==> src/rtl/ibuf_ctrl_if.sv <==
// ibuf_ctrl_if -- handshake and status bundle between the input-buffer
// controller and its neighbours (upstream stream, input buffer, crossbar).
//
//   slave  : the controller side (ibuf_ctrl)
//   master : the driving side (upstream source / crossbar / testbench)
//
//   i_valid, i_data         upstream element stream
//   o_ready                 controller accepts an element this cycle
//   o_ibuf_we, o_ibuf_data  shift-enable and stage-0 data for the buffer
//   o_start, i_done         compute start pulse / compute finished
//   i_clear                 synchronous abort of the current frame
//   o_busy, o_count         status: not filling / elements loaded in frame
//   o_frames                completed-frame counter (wraps)
interface ibuf_ctrl_if #(
    parameter int datatype_size = 8,
    parameter int fifo_length   = 5,
    parameter int cnt_width     = 8
);
    localparam int DEPTH = fifo_length * 2;
    localparam int CW    = $clog2(DEPTH + 1);

    logic                     i_valid;
    logic [datatype_size-1:0] i_data;
    logic                     o_ready;
    logic                     o_ibuf_we;
    logic [datatype_size-1:0] o_ibuf_data;
    logic                     o_start;
    logic                     i_done;
    logic                     i_clear;
    logic                     o_busy;
    logic [CW-1:0]            o_count;
    logic [cnt_width-1:0]     o_frames;

    modport slave (
        input  i_valid, i_data, i_done, i_clear,
        output o_ready, o_ibuf_we, o_ibuf_data, o_start, o_busy, o_count, o_frames
    );

    modport master (
        output i_valid, i_data, i_done, i_clear,
        input  o_ready, o_ibuf_we, o_ibuf_data, o_start, o_busy, o_count, o_frames
    );
endinterface

==> src/rtl/ibuf_ctrl.sv <==
// ibuf_ctrl -- fills a DEPTH-element shift buffer (DEPTH = fifo_length*2)
// from a valid/ready stream, then fires a one-cycle start to the crossbar
// and waits for its done before accepting the next frame.
//
//   clk    : sole clock, rising edge
//   rst_n  : asynchronous active-low reset
//   bus    : ibuf_ctrl_if.slave (stream in, buffer write, start/done, status)
//
// Frame flow: FILL (accept DEPTH elements) -> SETTLE (one cycle for the
// last element to land in the buffer registers) -> START (o_start pulse)
// -> COMPUTE (wait for i_done) -> FILL. i_clear aborts to FILL from any
// state without counting a frame.
module ibuf_ctrl #(
    parameter int datatype_size = 8,
    parameter int fifo_length   = 5,
    parameter int cnt_width     = 8
) (
    input  logic        clk,
    input  logic        rst_n,
    ibuf_ctrl_if.slave  bus
);
    localparam int DEPTH = fifo_length * 2;
    localparam int CW    = $clog2(DEPTH + 1);

    typedef enum logic [1:0] {FILL, SETTLE, START, COMPUTE} state_t;

    state_t               state, state_nxt;
    logic [CW-1:0]        cnt, cnt_nxt;
    logic [cnt_width-1:0] frames, frames_nxt;
    // Holds o_ready low until the first edge after reset release.
    logic                 rdy_en;
    logic                 accept;

    always_ff @(posedge clk or negedge rst_n) begin
        if (!rst_n) begin
            state  <= FILL;
            cnt    <= '0;
            frames <= '0;
            rdy_en <= 1'b0;
        end else begin
            state  <= state_nxt;
            cnt    <= cnt_nxt;
            frames <= frames_nxt;
            rdy_en <= 1'b1;
        end
    end

    always_comb begin
        state_nxt  = state;
        cnt_nxt    = cnt;
        frames_nxt = frames;
        if (bus.i_clear) begin
            // Abort wins over accept and done in the same cycle.
            state_nxt = FILL;
            cnt_nxt   = '0;
        end else begin
            unique case (state)
                FILL: begin
                    if (accept) begin
                        cnt_nxt = cnt + CW'(1);
                        if (cnt == CW'(DEPTH - 1))
                            state_nxt = SETTLE;
                    end
                end
                SETTLE:  state_nxt = START;
                START:   state_nxt = COMPUTE;
                COMPUTE: begin
                    if (bus.i_done) begin
                        state_nxt  = FILL;
                        cnt_nxt    = '0;
                        frames_nxt = frames + cnt_width'(1);
                    end
                end
                default: state_nxt = FILL;
            endcase
        end
    end

    assign bus.o_ready     = (state == FILL) && rdy_en && !bus.i_clear;
    assign accept          = bus.i_valid && bus.o_ready;
    assign bus.o_ibuf_we   = accept;
    assign bus.o_ibuf_data = bus.i_data[datatype_size-1:0];
    assign bus.o_start     = (state == START) && !bus.i_clear;
    assign bus.o_busy      = (state != FILL);
    assign bus.o_count     = cnt;
    assign bus.o_frames    = frames;
endmodule

==> src/flat_wrapper.sv <==
// flat-port wrapper written by rule: the top's interface ports become plain ports
module ibuf_ctrl_flat 
#(
    parameter int datatype_size = 8,
    parameter int fifo_length   = 5,
    parameter int cnt_width     = 8
)
  (clk, rst_n, bus_i_valid, bus_i_data, bus_i_done, bus_i_clear, bus_o_ready, bus_o_ibuf_we, bus_o_ibuf_data, bus_o_start, bus_o_busy, bus_o_count, bus_o_frames);
  ibuf_ctrl_if #(.datatype_size(datatype_size), .fifo_length(fifo_length), .cnt_width(cnt_width)) bus_i ();
  input  logic clk;
  input  logic rst_n;
  input wire logic [$bits(bus_i.i_valid)-1:0] bus_i_valid;
  input wire logic [$bits(bus_i.i_data)-1:0] bus_i_data;
  input wire logic [$bits(bus_i.i_done)-1:0] bus_i_done;
  input wire logic [$bits(bus_i.i_clear)-1:0] bus_i_clear;
  output wire logic [$bits(bus_i.o_ready)-1:0] bus_o_ready;
  output wire logic [$bits(bus_i.o_ibuf_we)-1:0] bus_o_ibuf_we;
  output wire logic [$bits(bus_i.o_ibuf_data)-1:0] bus_o_ibuf_data;
  output wire logic [$bits(bus_i.o_start)-1:0] bus_o_start;
  output wire logic [$bits(bus_i.o_busy)-1:0] bus_o_busy;
  output wire logic [$bits(bus_i.o_count)-1:0] bus_o_count;
  output wire logic [$bits(bus_i.o_frames)-1:0] bus_o_frames;
  assign bus_i.i_valid = bus_i_valid;
  assign bus_i.i_data = bus_i_data;
  assign bus_i.i_done = bus_i_done;
  assign bus_i.i_clear = bus_i_clear;
  assign bus_o_ready = bus_i.o_ready;
  assign bus_o_ibuf_we = bus_i.o_ibuf_we;
  assign bus_o_ibuf_data = bus_i.o_ibuf_data;
  assign bus_o_start = bus_i.o_start;
  assign bus_o_busy = bus_i.o_busy;
  assign bus_o_count = bus_i.o_count;
  assign bus_o_frames = bus_i.o_frames;
  ibuf_ctrl #(.datatype_size(datatype_size), .fifo_length(fifo_length), .cnt_width(cnt_width)) u_core (.clk(clk), .rst_n(rst_n), .bus(bus_i));
endmodule
==> config.mk <==
export PLATFORM = sky130hd
export DESIGN_NAME = ibuf_ctrl_flat
export DESIGN_NICKNAME = d
export VERILOG_FILES = /design/src/rtl/ibuf_ctrl_if.sv /design/src/rtl/ibuf_ctrl.sv /design/src/flat_wrapper.sv
export SDC_FILE = /design/constraint.sdc
export NUM_CORES = 1
export LEC_CHECK = 0
export CORE_MARGIN = 5
export CORE_UTILIZATION = 45
export CTS_CLUSTER_DIAMETER = 80
export DETAILED_ROUTE_END_ITERATION = 8
export DONT_BUFFER_PORTS = 1
export GPL_TIMING_DRIVEN = 0
export PLACE_DENSITY = 0.68
export SLEW_MARGIN = 20
export SYNTH_ARGS = -nofsm -noshare
export SYNTH_HDL_FRONTEND = slang
export SYNTH_SLANG_ARGS = --single-unit
==> constraint.sdc <==
create_clock -name clk -period 3 [get_ports clk]
set_clock_uncertainty 0.05 [all_clocks]
set_input_delay 0.6 -clock clk [delete_from_list [all_inputs] [get_ports clk]]
set_output_delay 0.6 -clock clk [all_outputs]
set_load 0.05 [all_outputs]
After elaboration in Yosys (flattened, before gate mapping)
Cells that the tools add are included.
Widths: inputs -> output; s select.
Operators by class
  bitwise logic cells: 1
  $add $sub $neg: 2
  muxes and demuxes: 9
  reduce and logical (&&, ||, !) cells: 11
  eq/ne operators: 7
Operator list (number)
  $mux 4: 3
  $reduce_and 3->1: 3
  $add 8x1->8 const B: 1
  $mux 2: 4
  $pmux 2 s4: 1
  $pmux 4 s2: 1
  $ne 3x3->1 const B: 2
  $add 4x1->4 const B: 1
  $eq 2x2->1 const B: 2
  $eq 4x4->1 const B: 1
  $logic_and 1x1->1: 4
  $ne 3x2->1 const B: 1
  $reduce_bool 3->1: 1
  $eq 2x1->1 const B: 1
  $logic_not 2->1: 1
  $reduce_bool 2->1: 1
  $logic_not 1->1: 1
  $not 1->1: 1
Word-level totals
  input port bits: 13
  output and inout bits: 24
  flip-flop bits (word level): 15

Longest topological paths before layout
Gate-level depths: netlist of the first run.
  word-level depth: 7
  mapped depth: 6
  mapped depth without buffers: 6

Least setup slack after synthesis of the first run
No wires, ideal clock.
  path type: input to output
  start: input bus_i_clear
  end: output bus_o_ibuf_we
  path buffers: 1
  required time: 2.350 ns
  arrival time: 1.579 ns
  path slack: 0.771 ns
  stages: 3
  path through: buf_2 > nand2b_1 > nor2_1
On the way
  longest elaborated chain between the ends: 3
RTL lines
  start, declared: line flat_wrapper.sv:15  | input wire logic [$bits(bus_i.i_clear)-1:0] bus_i_clear;
  $logic_not 1->1: line ibuf_ctrl.sv:79  | assign bus.o_ready = (state == FILL) && rdy_en && !bus.i_clear;
  $logic_and 1x1->1: line ibuf_ctrl.sv:79
  $logic_and 1x1->1: line ibuf_ctrl.sv:80  | assign accept = bus.i_valid && bus.o_ready;
  end, declared: line flat_wrapper.sv:17  | output wire logic [$bits(bus_i.o_ibuf_we)-1:0] bus_o_ibuf_we;
No other way between the ends.

Worst setup path after layout of the first run
  start: register u_core.state[0]
  end: output bus_o_ibuf_we
On the way
  longest elaborated chain between the ends: 4
RTL lines
  start, declared: line ibuf_ctrl.sv:27  | state_t state, state_nxt;
  start signal, assigned: line ibuf_ctrl.sv:41  | state <= state_nxt;
  $logic_not 2->1: line ibuf_ctrl.sv:79
  $logic_and 1x1->1 (2 in series): line ibuf_ctrl.sv:79
  $logic_and 1x1->1: line ibuf_ctrl.sv:80
No other way between the ends.

==> impl_metrics.csv, run 1 <==
group,metric,value,unit
synth,synth.cell_area,880.8,sq um
power,intPower,378.2,uW
finish,area_growth,8.097,%
grt,gr-usage-met2,19.12,%
synth,yosysWarningCount,0,
floorplanning,pin_count,37,
placement,numPortBuffers,0,
floorplanning,core,0.001922,sq mm
routing,vias,580,
routing,vias_per_cell,4.915,
synth,synth_cells,86,
synth,ys_ff_latch,15,
power,powerDensity,772.8,mW/mm^2
sta,fin_crit,2592,ps
routing,wire_per_inst,13.87,um
grt,busiest_layer,"met2",
finish,layout_commonest_cell,"dfrtp_1",
clocking,numCtsBuffers,3,
finish,seq_area,375.4,sq um
placement,gp_congestion,0.7015,
synth,synth_cell_types,28,
sta,rsz0062_at_grt,"false",
clocking,cts.reportedPaths.clkPinSlew,90,ps
setup_path,crit_type,"reg2out",
power,leakage,0.0004563,uW
grt,grt_max_degree,16,
setup_path,critPathArrivalTime,1940,ps
clocking,root_buffer,"clkbuf_4",
floorplanning,start_util,45.83,%
synth,yosysSeqAreaShare,42.61,%
grt,grt_pass1_wl,2546,um
setup_path,crit_path_end_kind,"output pin",
clocking,clkSinkCount,15,
synth,syn_avg_cell_area,10.24,sq um
clocking,post_cts_resized,0,
grt,use_met3,4.360,%
sta,timing.final.hold_violations,0,
clocking,clk-insertion-delay-late,290,ps
finish,final_cell_area,952.2,sq um
floorplanning,die-width,54.24,um
routing,first_pass_iters,2,
power,pwr-share-clk,16.0,%
sta,period_share,86.39,%
finish,multi_input_comb_area,414.1,sq um
grt,met1_usage,14.99,%
placement,dpl-instance-area,914.6,sq um
setup_path,crit_path_max_fanout,5,
power,p_sw_share,48.60,%
power,p_sw,357.6,uW
routing,drc,0,
finish,diodes,0,
power,p_seq_share,43.3,%
routing,drtIter0Drc,7,
synth,syn-num-nets,106,
run,cap_violations,0,
clocking,cts_tree,"yes",
grt,grt_overflow,0,
routing,ant_nets,0,
grt,antenna_found_initial,0,
clocking,clockBufferDepth,2,
sta,tightest_slew,928.9,ps
sta,final-max-slew-violation-count,0,
setup_path,cp-start-kind,"register",
placement,place_hpwl,1284,um
hold_path,hold_class,"in2reg",
finish,drive_gt1_share,18.68,%
sta,max_slew_margin,37.95,%
finish,n_fill_cell,191,
floorplanning,num_rows,16,
power,ir_drop,0.0003887,V
sta,finalSetupViolCount,0,
outcome,status,"finished clean",
power,combPwrFrac,40.7,%
sta,clock.fmax,385.8,MHz
floorplanning,dieHeight,54.24,um
finish,fin_nets,112,
finish,layout_common_cells,"15 x dfrtp_1, 8 x nor2_1, 8 x buf_4, 7 x inv_1, 7 x ha_1",
routing,routed_wl,1637,um
clocking,htreeDepth,1,
grt,grt_use_total,12.49,%
setup_path,cp_data_required_time,2350,ps
floorplanning,dieArea,0.002942,sq mm
sta,fin_tns_setup,0,ps
grt,grt_pass1_vias,593,
==> sequential cells by signal (all words and copies together) (netlist names) <==
signal and count:
u_core.bus.o_count 4, u_core.state 2, u_core.rdy_en 1, u_core.bus.o_frames 8
==> path summary, 6_finish.rpt <==
kind,startpoint,to,slack (ps),cells past startpoint
worst min register to register,u_core.state[1]$_DFFE_PN0P_,u_core.state[1]$_DFFE_PN0P_,570,2
worst max register to register,u_core.bus.o_count[1]$_DFFE_PN0P_,u_core.state[0]$_DFFE_PN0P_,1260,6
worst min-delay path,bus_i_done,u_core.bus.o_frames[0]$_DFFE_PN0P_,530,2
min in group asynchronous,rst_n,u_core.bus.o_frames[0]$_DFFE_PN0P_,720,1
max in group asynchronous,rst_n,u_core.bus.o_count[2]$_DFFE_PN0P_,1760,1
worst max-delay path,u_core.state[0]$_DFFE_PN0P_,bus_o_ibuf_we,410,4
==> power by group through the flow <==
stage	Clock [uW]	Combinational [uW]	Sequential, uW
after floorplan	0	260	316
after global placement	0	284	323
after detailed placement	0	297	324
after CTS	121	303	319
after global routing	130	326	324
final	118	299	318
==> cells by family (layout without fill, tap and decap cells) <==
| family | Yosys count | in the layout | synth area share (%) |
|---|---|---|---|
| other cells | 1 | 1 | 0.4257 |
| simple gates | 29 | 29 | 17.61 |
| buf+inv | 16 | 21 | 10.37 |
| mux | 5 | 5 | 5.824 |
| flops | 15 | 15 | 42.61 |
| compound gates | 6 | 6 | 6.251 |
| fa+ha+maj | 7 | 7 | 9.943 |
| xor+xnor | 7 | 7 | 6.960 |
==> synth_stat cells, drive strengths merged <==
library cell	count	area (sq um)
xnor2	5	43.79
nand2b	3	18.77
and2b	1	10.01
o21bai	1	7.510
nand2	3	11.26
buf	9	65.06
or3	1	6.260
and3	1	6.260
a211oi	1	20.02
nor4	1	6.260
nor2b	1	6.260
nand3b	2	15.01
mux2i	4	40.04
inv	7	26.28
nor3	2	15.01
nand3	6	30.03
o22ai	1	6.260
xor2	2	17.52
o21a	1	7.510
ha	7	87.58
mux2	1	11.26
nor2	8	30.03
a21oi	1	5.000
o32ai	1	8.760
conb	1	3.750
dfrtp	15	375.4
==> routing by layer <==
metal | vias up | wire length, um | part of all wire [%]
li1 | 283 | - | -
met1 | 271 | 675 | 41
met2 | 22 | 772 | 47
met3 | 4 | 157 | 9.6
met4 | 0 | 31 | 1.9
met5 | - | 0 | 0
==> worst max-delay path, cell delays in order, from the launching register on <==
cell	delay, ps
dfrtp_1	390
inv_1	120
ha_1	300
nand2b_1	120
nor2_1	720
==> cell type report <==
cell class / count / area share [%]
flip-flops and latches: 15 / 39.42
multi-input cells: 55 / 43.50
clock buffers: 3 / 2.365
plain buffers: 9 / 6.833
inverters: 7 / 2.760
clock inverters: 1 / 0.5256
repair buffers: 1 / 1.051
well taps: 27 / 3.548
==> what timing repair did <==
action / in CTS / in global routing
hold endpoints to repair: 15 / 0
buffers inserted: 0 / 0
hold buffers: 1 / 0
==> stage by stage <==
| stage | hold WS [ps] | std cells | worst slack [ps] | total power [uW] | util, % |
|---|---|---|---|---|---|
| 2_1_floorplan | 254.4 | 86 | 771.3 | 576.1 | - |
| 3_3_place_gp | 254.8 | 113 | 676.1 | 606.7 | 47.59 |
| 3_5_place_dp | 254.8 | 113 | 677.3 | 620.2 | 47.59 |
| 4_1_cts | 526.8 | 118 | 387.4 | 743.1 | 49.54 |
| 5_1_grt | 562.5 | 118 | 329.6 | 780.7 | 49.54 |
| 6_report | 530.9 | 118 | 408.3 | 735.8 | 49.54 |
No activity file was read; power rests on OpenSTA's default activity.
==> run 2: changes to the inputs <==
- ABC_AREA: unset -> 1
==> run 2 against run 1 <==
Die area is 12% higher. Clock power hardly changed. Combinational power is 2% lower. Non-clock buffer count is 1 lower. Flip-flop and latch count stayed put. Largest power group unchanged.
==> impl_metrics.csv, run 2 <==
group,metric,value,unit
sta,timing.final.hold_violations,0,
synth,yosysMostFrequentCell,"nand2_1",
clocking,htreeDepth,1,
clocking,clkSinkCount,15,
routing,drc,0,
finish,layout_commonest_cell,"nand2_1",
clocking,numCtsBuffers,3,
power,fin_total_pwr,830.4,uW
clocking,root_buffer,"clkbuf_4",
finish,n_fill_cell,237,
synth,syn_avg_cell_area,7.343,sq um
sta,rsz0062_at_grt,"false",
floorplanning,num_rows,17,
grt,grt_use_total,12.05,%
grt,met1_usage,13.74,%
setup_path,rr_startpoint,"u_core.state[0]$_DFFE_PN0P_",
clocking,cts.reportedPaths.clkPinSlew,90,ps
clocking,cts_setup_buffers,0,
sta,period_share,81.55,%
sta,tightest_slew,882.8,ps
synth,netlist.top_cell.by_area,"dfrtp_1",
finish,final_cell_area,0.001084,sq mm
grt,antenna_found_initial,0,
finish,area_growth,7.712,%
setup_path,cpPeakStageDelay,680,ps
synth,synth_cell_types,18,
routing,routed_wl,1880,um
placement,dpl-instance-area,0.001046,sq mm
setup_path,cp_data_required_time,2350,ps
grt,busiest_layer,"met2",
hold_path,hold_path.startpoint,"bus_i_clear",
setup_path,cp-start-kind,"register",
placement,dp_worst_setup_slack,867.2,ps
synth,synthArstFlopShare,100.0,%
routing,wire_per_inst,11.06,um
clocking,post_cts_resized,0,
synth,synth_edf_count,0,
setup_path,crit_path_max_fanout,3,
power,powerDensity,766.4,mW/mm^2
clocking,clockBufferDepth,2,
clocking,cts_tree,"yes",
sta,fin_crit,2446,ps
floorplanning,die-width,57.28,um
setup_path,slowest_stage,"nor2_1",
grt,grt_overflow,0,
finish,drive_gt1_share,14.08,%
outcome,status,"finished clean",
grt,grt_pass1_wl,3091,um
sta,final-max-slew-violation-count,0,
synth,ys_ff_latch,15,
synth,yosysSeqAreaShare,37.31,%
clocking,holdBufCountCts,1,
synth,synthTopCellsByCount,"47 x nand2_1, 19 x inv_1, 18 x nor2_1, 15 x dfrtp_1, 8 x buf_4",
run,cap_violations,0,
floorplanning,dieArea,0.003281,sq mm
hold_path,hold_class,"in2reg",
routing,vias_per_cell,4.694,
hold_path,holdPathStages,3,
synth,synth_flop_cell,"dfrtp_1",
finish,fin_nets,163,
routing,first_pass_iters,5,
setup_path,critPathArrivalTime,1800,ps
routing,drtIter0Drc,8,
grt,grt_max_degree,16,
sta,setup_slack,553.5,ps
synth,syn-num-nets,157,
grt,grt_pass1_vias,734,
placement,place_hpwl,1524,um
synth,yosysWarningCount,0,
sta,finalSetupViolCount,0,
setup_path,crit_chain,"inv_1, ha_1, nand2_1, nor2_1",
setup_path,crit_type,"reg2out",
floorplanning,core,0.002170,sq mm
sta,max_slew_margin,40.93,%
sta,clock.fmax,408.8,MHz
finish,layout_common_cells,"47 x nand2_1, 19 x inv_1, 18 x nor2_1, 15 x dfrtp_1, 8 x buf_4",
placement,numPortBuffers,0,
finish,diodes,0,
power,ir_drop,0.0003546,V
floorplanning,dieHeight,57.28,um
power,leakage,0.0006057,uW
clocking,clk-insertion-delay-late,290,ps
setup_path,critPathLaunch,"u_core.state[0]$_DFFE_PN0P_",
setup_path,crit_path_end_kind,"output pin",
placement,gp_congestion,0.8101,
synth,synth_cells,137,
sta,fin_tns_setup,0,ps
finish,largest_reg_flops,8,
floorplanning,pin_count,37,
grt,use_met3,6.787,%
grt,gr-usage-met2,19.58,%
synth,synth.cell_area,0.001006,sq mm
setup_path,ff2ff_path_depth,8,
routing,ant_nets,0,
floorplanning,start_util,46.37,%
synth,synth_top_area_share,37.31,%
routing,vias,798,
synth,ys_top_cells_by_area,"dfrtp_1 37%, nand2_1 18%, ha_1 8.7%, inv_1 7.1%, nor2_1 6.7%",
run 2: cells by family after synthesis:
logic type,count (synthesis),synth area share [%]
simple gates,80,34.95
other cells,1,0.3728
buf+inv,28,13.43
xor+xnor,5,4.353
flops,15,37.31
fa+ha+maj,7,8.706
compound gates,1,0.8708
run 2: layout make-up:
cell class | instances | area, sq um | area share, %
buffer | 8 | 60.06 | 5.543
tap | 28 | 35.03 | 3.233
multi-input combinational | 94 | 500.5 | 46.19
sequential | 15 | 375.4 | 34.64
timing repair buffer | 1 | 10.01 | 0.9238
clock inverter | 1 | 5.005 | 0.4619
clock buffer | 3 | 22.52 | 2.079
inverter | 20 | 75.07 | 6.928
run 2: power by group:
| part | internal, uW | switching [uW] | total (uW) | leakage [uW] |
|---|---|---|---|---|
| Sequential | 243 | 178 | 421 | 0.000199 |
| Clock | 49.5 | 65.6 | 115 | 0.0000177 |
| Combinational | 89.8 | 204 | 294 | 0.000389 |
| Total | 382 | 448 | 830 | 0.000606 |
run 2: final timing paths:
path                                                            to  slack (ps)
worst min register to register         u_core.state[0]$_DFFE_PN0P_         500
worst max-delay path                                   bus_o_ready         550
worst min-delay path                   u_core.state[0]$_DFFE_PN0P_         440
worst max register to register   u_core.bus.o_count[2]$_DFFE_PN0P_        1120
max in group asynchronous       u_core.bus.o_frames[6]$_DFFE_PN0P_        1720
min in group asynchronous       u_core.bus.o_frames[3]$_DFFE_PN0P_         740
run 2: routing by layer:
| metal | wire, um | share of wire (%) |
|---|---|---|
| met1 | 786 | 42 |
| met2 | 877 | 47 |
| met3 | 217 | 12 |
| met4 | 0 | 0 |
| met5 | 0 | 0 |
run 2: worst max-delay path, delay by kind of cell, from the launching register on:
family,cells,cell delay (ps)
and+or+nand+nor,2,770
DFF,1,430
adders and majority gates,1,190
buffers and inverters,1,120
run 2: through the flow:
| stage | hold slack, ps | cells | utilization, % |
|---|---|---|---|
| after global routing | 435.2 | 170 | 49.94 |
| final | 441.3 | 170 | 49.94 |
| after floorplan | 254.4 | 137 | - |
| after CTS | 425.9 | 170 | 49.94 |
| after detailed placement | 254.7 | 165 | 48.21 |
| after global placement | 254.7 | 165 | 47.98 |
